## src/rtl/ps2_key_decoder.sv

```systemverilog
// rtl/ps2_key_decoder.sv - PS/2 keyboard deframer resolving E0/F0 prefixes into a held make code
module ps2_key_decoder #(
    parameter int FILTER_LEN  = 8,
    parameter int TIMEOUT_CYC = 200000
) (
    input  logic       clk,
    input  logic       reset,
    input  logic       ps2_clk,
    input  logic       ps2_data,
    output logic [7:0] key_code,
    output logic       key_ext,
    output logic       key_valid,
    output logic       frame_err
);

    localparam int FW = $clog2(FILTER_LEN + 1);
    localparam int WW = $clog2(TIMEOUT_CYC + 1);

    typedef enum logic [1:0] {IDLE, DATA, PARITY, STOP} state_t;

    state_t        state_q, state_d;
    logic          clk_meta_q, clk_meta_d, clk_sync_q, clk_sync_d;
    logic          data_meta_q, data_meta_d, data_sync_q, data_sync_d;
    logic          filt_q, filt_d;
    logic [FW-1:0] filt_cnt_q, filt_cnt_d;
    logic          fall_q, fall_d;
    logic [2:0]    bit_cnt_q, bit_cnt_d;
    logic [7:0]    shift_q, shift_d;
    logic          par_ok_q, par_ok_d;
    logic [WW-1:0] wd_q, wd_d;
    logic          byte_done_q, byte_done_d;
    logic [7:0]    byte_q, byte_d;
    logic          ext_pend_q, ext_pend_d;
    logic          brk_pend_q, brk_pend_d;
    logic [7:0]    key_code_q, key_code_d;
    logic          key_ext_q, key_ext_d;
    logic          key_valid_q, key_valid_d;
    logic          frame_err_q, frame_err_d;

    always_ff @(posedge clk or negedge reset) begin
        if (!reset) begin
            state_q     <= IDLE;
            // Lines idle high; starting the filter high avoids a spurious fall after reset.
            clk_meta_q  <= 1'b1;
            clk_sync_q  <= 1'b1;
            data_meta_q <= 1'b1;
            data_sync_q <= 1'b1;
            filt_q      <= 1'b1;
            filt_cnt_q  <= '0;
            fall_q      <= 1'b0;
            bit_cnt_q   <= '0;
            shift_q     <= '0;
            par_ok_q    <= 1'b0;
            wd_q        <= '0;
            byte_done_q <= 1'b0;
            byte_q      <= '0;
            ext_pend_q  <= 1'b0;
            brk_pend_q  <= 1'b0;
            key_code_q  <= '0;
            key_ext_q   <= 1'b0;
            key_valid_q <= 1'b0;
            frame_err_q <= 1'b0;
        end else begin
            state_q     <= state_d;
            clk_meta_q  <= clk_meta_d;
            clk_sync_q  <= clk_sync_d;
            data_meta_q <= data_meta_d;
            data_sync_q <= data_sync_d;
            filt_q      <= filt_d;
            filt_cnt_q  <= filt_cnt_d;
            fall_q      <= fall_d;
            bit_cnt_q   <= bit_cnt_d;
            shift_q     <= shift_d;
            par_ok_q    <= par_ok_d;
            wd_q        <= wd_d;
            byte_done_q <= byte_done_d;
            byte_q      <= byte_d;
            ext_pend_q  <= ext_pend_d;
            brk_pend_q  <= brk_pend_d;
            key_code_q  <= key_code_d;
            key_ext_q   <= key_ext_d;
            key_valid_q <= key_valid_d;
            frame_err_q <= frame_err_d;
        end
    end

    always_comb begin
        state_d     = state_q;
        clk_meta_d  = ps2_clk;
        clk_sync_d  = clk_meta_q;
        data_meta_d = ps2_data;
        data_sync_d = data_meta_q;
        filt_d      = filt_q;
        filt_cnt_d  = '0;
        fall_d      = 1'b0;
        bit_cnt_d   = bit_cnt_q;
        shift_d     = shift_q;
        par_ok_d    = par_ok_q;
        wd_d        = wd_q;
        byte_done_d = 1'b0;
        byte_d      = byte_q;
        ext_pend_d  = ext_pend_q;
        brk_pend_d  = brk_pend_q;
        key_code_d  = key_code_q;
        key_ext_d   = key_ext_q;
        key_valid_d = 1'b0;
        frame_err_d = 1'b0;

        if (clk_sync_q != filt_q) begin
            if (filt_cnt_q == FW'(FILTER_LEN - 1)) begin
                filt_d = clk_sync_q;
                fall_d = filt_q;
            end else begin
                filt_cnt_d = filt_cnt_q + FW'(1);
            end
        end

        if (fall_q) begin
            wd_d = '0;
            case (state_q)
                IDLE: begin
                    if (!data_sync_q) begin
                        state_d   = DATA;
                        bit_cnt_d = '0;
                    end
                end
                DATA: begin
                    shift_d   = {data_sync_q, shift_q[7:1]};
                    bit_cnt_d = bit_cnt_q + 3'd1;
                    if (bit_cnt_q == 3'd7) state_d = PARITY;
                end
                PARITY: begin
                    par_ok_d = ^{shift_q, data_sync_q};
                    state_d  = STOP;
                end
                default: begin
                    if (data_sync_q && par_ok_q) begin
                        byte_done_d = 1'b1;
                        byte_d      = shift_q;
                    end else begin
                        frame_err_d = 1'b1;
                    end
                    state_d = IDLE;
                end
            endcase
        end else if (state_q == IDLE) begin
            wd_d = '0;
        end else if (wd_q == WW'(TIMEOUT_CYC - 1)) begin
            wd_d        = '0;
            state_d     = IDLE;
            frame_err_d = 1'b1;
        end else begin
            wd_d = wd_q + WW'(1);
        end

        if (byte_done_q) begin
            if (byte_q == 8'hE0) begin
                ext_pend_d = 1'b1;
            end else if (byte_q == 8'hF0) begin
                brk_pend_d = 1'b1;
            end else if (byte_q == 8'h00 || byte_q == 8'hFF) begin
                ext_pend_d = 1'b0;
                brk_pend_d = 1'b0;
            end else if (brk_pend_q) begin
                // A break only releases the key it names, including its E0 flavour.
                if (byte_q == key_code_q && ext_pend_q == key_ext_q) begin
                    key_code_d = '0;
                    key_ext_d  = 1'b0;
                end
                ext_pend_d = 1'b0;
                brk_pend_d = 1'b0;
            end else begin
                key_code_d  = byte_q;
                key_ext_d   = ext_pend_q;
                key_valid_d = 1'b1;
                ext_pend_d  = 1'b0;
            end
        end

        if (frame_err_d) begin
            ext_pend_d = 1'b0;
            brk_pend_d = 1'b0;
        end
    end

    assign key_code  = key_code_q;
    assign key_ext   = key_ext_q;
    assign key_valid = key_valid_q;
    assign frame_err = frame_err_q;

endmodule
```

## config.mk

```make
export PLATFORM = sky130hd
export DESIGN_NAME = ps2_key_decoder
export DESIGN_NICKNAME = d
export VERILOG_FILES = /design/src/rtl/ps2_key_decoder.sv
export SDC_FILE = /design/constraint.sdc
export NUM_CORES = 1
export LEC_CHECK = 0
export ABC_AREA = 0
export CORE_UTILIZATION = 30
export CTS_CLUSTER_DIAMETER = 100
export DETAILED_ROUTE_END_ITERATION = 12
export HOLD_SLACK_MARGIN = 0.06
export PLACE_DENSITY = 0.5
export SLEW_MARGIN = 20
export SYNTH_ARGS = -nofsm -noshare
export SYNTH_HDL_FRONTEND = slang
export SYNTH_SLANG_ARGS = --single-unit
```

## constraint.sdc

```tcl
create_clock -name clk -period 5.9 [get_ports clk]
set_clock_uncertainty 0.15 [all_clocks]
set_input_delay 0.59 -clock clk [delete_from_list [all_inputs] [get_ports clk]]
set_output_delay 0.59 -clock clk [all_outputs]
set_load 0.02 [all_outputs]
```

# Word level (Yosys, flattened, before mapping)
# Index checks and enable logic that the tools add are counted.
# op_classes
n_bitwise	4
mux	40
add_sub_neg	3
reduce_logical	19
eq_ne	17
# op_table
op	n
$mux W18	3
$mux W1	25
$eq A8 B8 Y1 const B	3
$add A18 B1 Y18 const B	1
$eq A18 B18 Y1 const B	1
$mux W8	2
$mux W2	5
$reduce_and A2 Y1	5
$reduce_xor A9 Y1	1
$eq A8 B8 Y1	1
$logic_not A8 Y1	1
$mux W4	2
$ne A2 B2 Y1 const B	3
$ne A3 B3 Y1 const B	2
$pmux W2 S3	1
$pmux W3 S2	1
$reduce_and A3 Y1	2
$reduce_bool A2 Y1	3
$reduce_and A5 Y1	1
$add A4 B1 Y4 const B	1
$eq A4 B3 Y1 const B	1
$not A1 Y1	4
$reduce_and A4 Y1	1
$add A3 B1 Y3 const B	1
11 further kinds	12
# word_totals
output_inout_bits	11
inputBits	4
register_bits	64

# Depth between registers and ports, before layout
# logic_depth
ltp_word	6
depth_mapped	7

# Worst setup path before layout
# No wires, ideal clock.
# synth_timing
path_type	reg2reg
start	register wd_q[12]
end	register wd_q[12]
required_ns	5.631
stages_incl_launch_ff	8
arrival_ns	1.635
slack_ns	3.997
synth_period_minus_slack_ns	1.903
path_buffers	2
cell_sequence	dfrtp_1 -> or4b_1 -> nor4_1 -> and3_2 -> nand2b_4 -> buf_8 -> buf_12 -> nor2_1
# synth_via
elab_chain_len	4
# synth_rtl
item	line	source
start: declaration	30	logic [WW-1:0] wd_q, wd_d;
start signal: assignment	75	wd_q <= wd_d;
$add A18 B1 Y18 or $eq A18 B18 Y1 (tied branches)	153, 148	
$mux W18 *	148	end else if (wd_q == WW'(TIMEOUT_CYC - 1)) begin
$mux W18 *	146	end else if (state_q == IDLE) begin
$mux W18 *	118	if (fall_q) begin
net wd_d[12]	30	
# Mark *: on every way through the listed nets, which the timed path passes. The rest lies on a longest branch.
# A chain may end at the register's enable or synchronous reset.

# Worst setup path in the final report
# layout_timing
start	register key_code_q[3] (netlist: key_code[3])
end	output key_code[3]
# layout_lines
item	line	source
start: declaration	35	logic [7:0] key_code_q, key_code_d;
start signal: assignment	80	key_code_q <= key_code_d;
end: declaration	10	output logic [7:0] key_code,
# No word-level cell between the ends.

==> flow_summary.yaml <==
run_status:
  outcome: "finished, final reports clean"
power:
  pwr-share-seq_pct: 53.4
  swShare_pct: 22.5
  max-vdd-ir-drop_mv: 0.0831
  p_int_mw: 0.672
  leakagePower_nw: 1.55
  clkPwrFrac_pct: 42.6
  p_switching_mw: 0.195
  powerDensity_nw_per_um2: 260
  pwr-share-comb_pct: 3.9
logic_synthesis:
  synth_area_leaders: "dfrtp_1 (51%), xor2_1 (5.5%), xnor2_1 (5.1%)"
  synthArstFlopShare_pct: 100
  ys_ff_latch: 64
  yosysTopAreaCellShare_pct: 51.1
  synth_commonest_cells: "dfrtp_1 (59), nand2_1 (33), nor2_1 (26)"
  yosysMostFrequentCell: "dfrtp_1"
  synthXorXnorAreaFrac_pct: 10.6
  synth_compound_area_share_pct: 7.01
  ys_seq_area_share_pct: 55.6
  synth_cell_types: 39
  synth-edff-count: 0
  synth_simple_gate_area_share_pct: 16.4
  syn_nets: 267
  synthesis.area_um2: 2890
  avgSynthCellArea_um2: 11.4
  synthMuxAreaShare_pct: 4.20
  synth_fa_ha_area_share_pct: 3.89
  synth_top_family_by_area: "simple AND/OR/NAND/NOR gates"
  yosysWarnings: 0
  synth_area_leader_cell: "dfrtp_1"
  syn_inst: 254
  ys_dominant_reg_cell: "dfrtp_1"
drt:
  vias_per_cell: 4.55
  dr.pass1.iters: 4
  vias: 1861
  drt-wirelength-per-cell_um: 12.3
  drc_errors: 0
  postRouteAntennaNets: 0
  first_iter_violations: 53
  totalWireLength_um: 5010
floorplanning:
  core_um2: 9280
  num_rows: 35
  num_io_pins: 15
  start_util_pct: 31.1
  die_h_um: 100
  dieArea_um2: 10000
  die_width_um: 100
clock_tree:
  path_clk_slew_ns: 0.07
  hold_buffers: 0
  post_cts.repair.setup_buffers: 0
  clockBufferDepth: 2
  tritoncts: "done"
  cts_max_level: 3
  cts_buffers: 9
  clk_latency_ns: 0.35
  cts.sinks: 64
  ctsRootBufferMaster: "clkbuf_8"
  cts_resized: 0
layout:
  area_growth_pct: 15.4
  final_util_pct: 36.0
  layout.nets: 289
  fillers: 965
  antenna_cells: 0
  final_area_um2: 3340
  seqCellArea_um2: 1610
  multiInputGateArea_um2: 1220
  drive_above_1_share_pct: 11.8
  final-instance-count-excl-fill: 409
worst_setup_path:
  path_max_fanout: 3
  r2r_end: "state_q[1]"
  reg2reg_from: "wd_q[12]"
  critPathLaunch: "key_code[3]"
  cp-start-kind: "register"
  critPathSlowestCell: "clkdlybuf4s50_1"
  worstRegToRegCells: 5
  cp_num_buf_inv: 1
  rrSetupSlack_ns: 3.89
  path_class: "register to primary output"
  cpPeakStageDelay_ns: 0.62
  end_kind: "primary output"
  worstPathCellList: "clkdlybuf4s50_1"
  cp_top_family: "buffers and inverters"
  arrival_ns: 1.38
  critPathRequiredTime_ns: 5.16
placed_design:
  dp_cells: 394
  port_buffers: 14
  dpl-instance-area_um2: 3150
  finalWeightedCongestion: 0.678
  dpl.hpwl_um: 3310
min_path:
  min_to: "clk_sync_q"
  hp-class: "register to register"
  min_from: "clk_meta_q"
  hold_depth: 0
sta:
  finalSetupViolCount: 0
  min_period_ns: 2.12
  slew_viol_final: 0
  max_freq_mhz: 471
  tns_ns: 0
  finalCritPeriodShare_pct: 36.0
  rsz0062_at_grt: "no"
  worst_pin_slew_ns: 0.806
  hold_violations: 0
  max_slew_margin_pct: 46.3
global_routing:
  grt_max_degree: 65
  grt_pass1_vias: 1840
  grt_pass1_wl_um: 8920
  antenna_found_initial: 0
  grt-ovfl-total: 0
  track_usage_pct: 11.5
flow_run:
  maxCapViolations: 0
-- logic make-up (layout without fill, tap and decap cells) --
group                      after synthesis  in the layout
and+or+nand+nor                         97             97
DFF                                     64             64
xor gates and xnor gates                35             35
AOI/OAI and AO/OA                       28             28
muxes                                   11             11
buffers and inverters                   10             36
adders and majority gates                9              9
-- flip-flops by register name, indices dropped and copies added, names as in the netlist, 2 cells and up --
| signal | flops |
|---|---|
| bit_cnt_q | 3 |
| byte_q | 8 |
| filt_cnt_q | 4 |
| key_code | 8 |
| shift_q | 8 |
| state_q | 2 |
| wd_q | 18 |
-- final cells by class --
cell class / instances / area share (%)
sequential: 64 / 48.2
multi-input combinational: 180 / 36.5
tap: 129 / 4.84
timing repair buffer: 15 / 4.27
clock buffer: 11 / 4.24
clock inverter: 4 / 1.35
inverter: 6 / 0.675
-- layout by cell type, fill, tap and decap left out, types with 2 or more instances in the layout --
cell type        instances
o21ai_0                  6
inv_1                    5
and4_1                   3
ha_1                     9
and2_1                   2
nand2_1                 33
nor2b_1                  3
clkdlybuf4s50_1         13
mux2i_1                  2
a32o_1                   2
mux2_2                   9
nor2_1                  26
nand3_1                  7
a21oi_1                  5
clkbuf_8                10
nor4_1                   4
dfstp_2                  5
dfrtp_1                 59
and3_1                   3
a22o_1                   9
xor2_1                  18
xnor2_1                 17
clkinv_2                 3
nor3_1                   3
nor3b_1                  2
nand4_1                  5
a21o_1                   2
-- through the flow --
step	hold slack (ns)	total power, mW	setup slack, ns
after floorplan	0.144	0.491	4.00
after global placement	0.196	0.507	3.91
after detailed placement	0.197	0.507	3.87
after CTS	0.207	0.880	3.78
after global routing	0.216	0.909	3.72
final	0.206	0.867	3.78
-- power groups by stage --
stage / Combinational (mW) / Clock [mW] / Sequential (mW)
floorplan: 0.0212 / 0 / 0.470
global placement: 0.0357 / 0 / 0.471
detailed placement: 0.0358 / 0 / 0.471
CTS: 0.0358 / 0.381 / 0.463
global route: 0.0405 / 0.403 / 0.466
finish: 0.0340 / 0.369 / 0.463
-- worst max-delay path by stage --
stage,end,slack [ns],cells past startpoint
after detailed placement,state_q[1],3.87,5
after CTS,key_code[7],3.78,1
after global placement,state_q[1],3.91,5
after floorplan,wd_q[12],4.00,7
after global routing,state_q[0],3.72,5
final,key_code[3],3.78,1
-- layer usage --
metal  GRT usage (%)  up-vias  routed length (µm)
met3            4.04        6                 195
met1            16.1      910                2590
met5               0        -                   0
met4            5.35        0                  85
li1                -      918                   -
met2            15.9       27                2140
No activity file was read; power rests on OpenSTA's default activity.
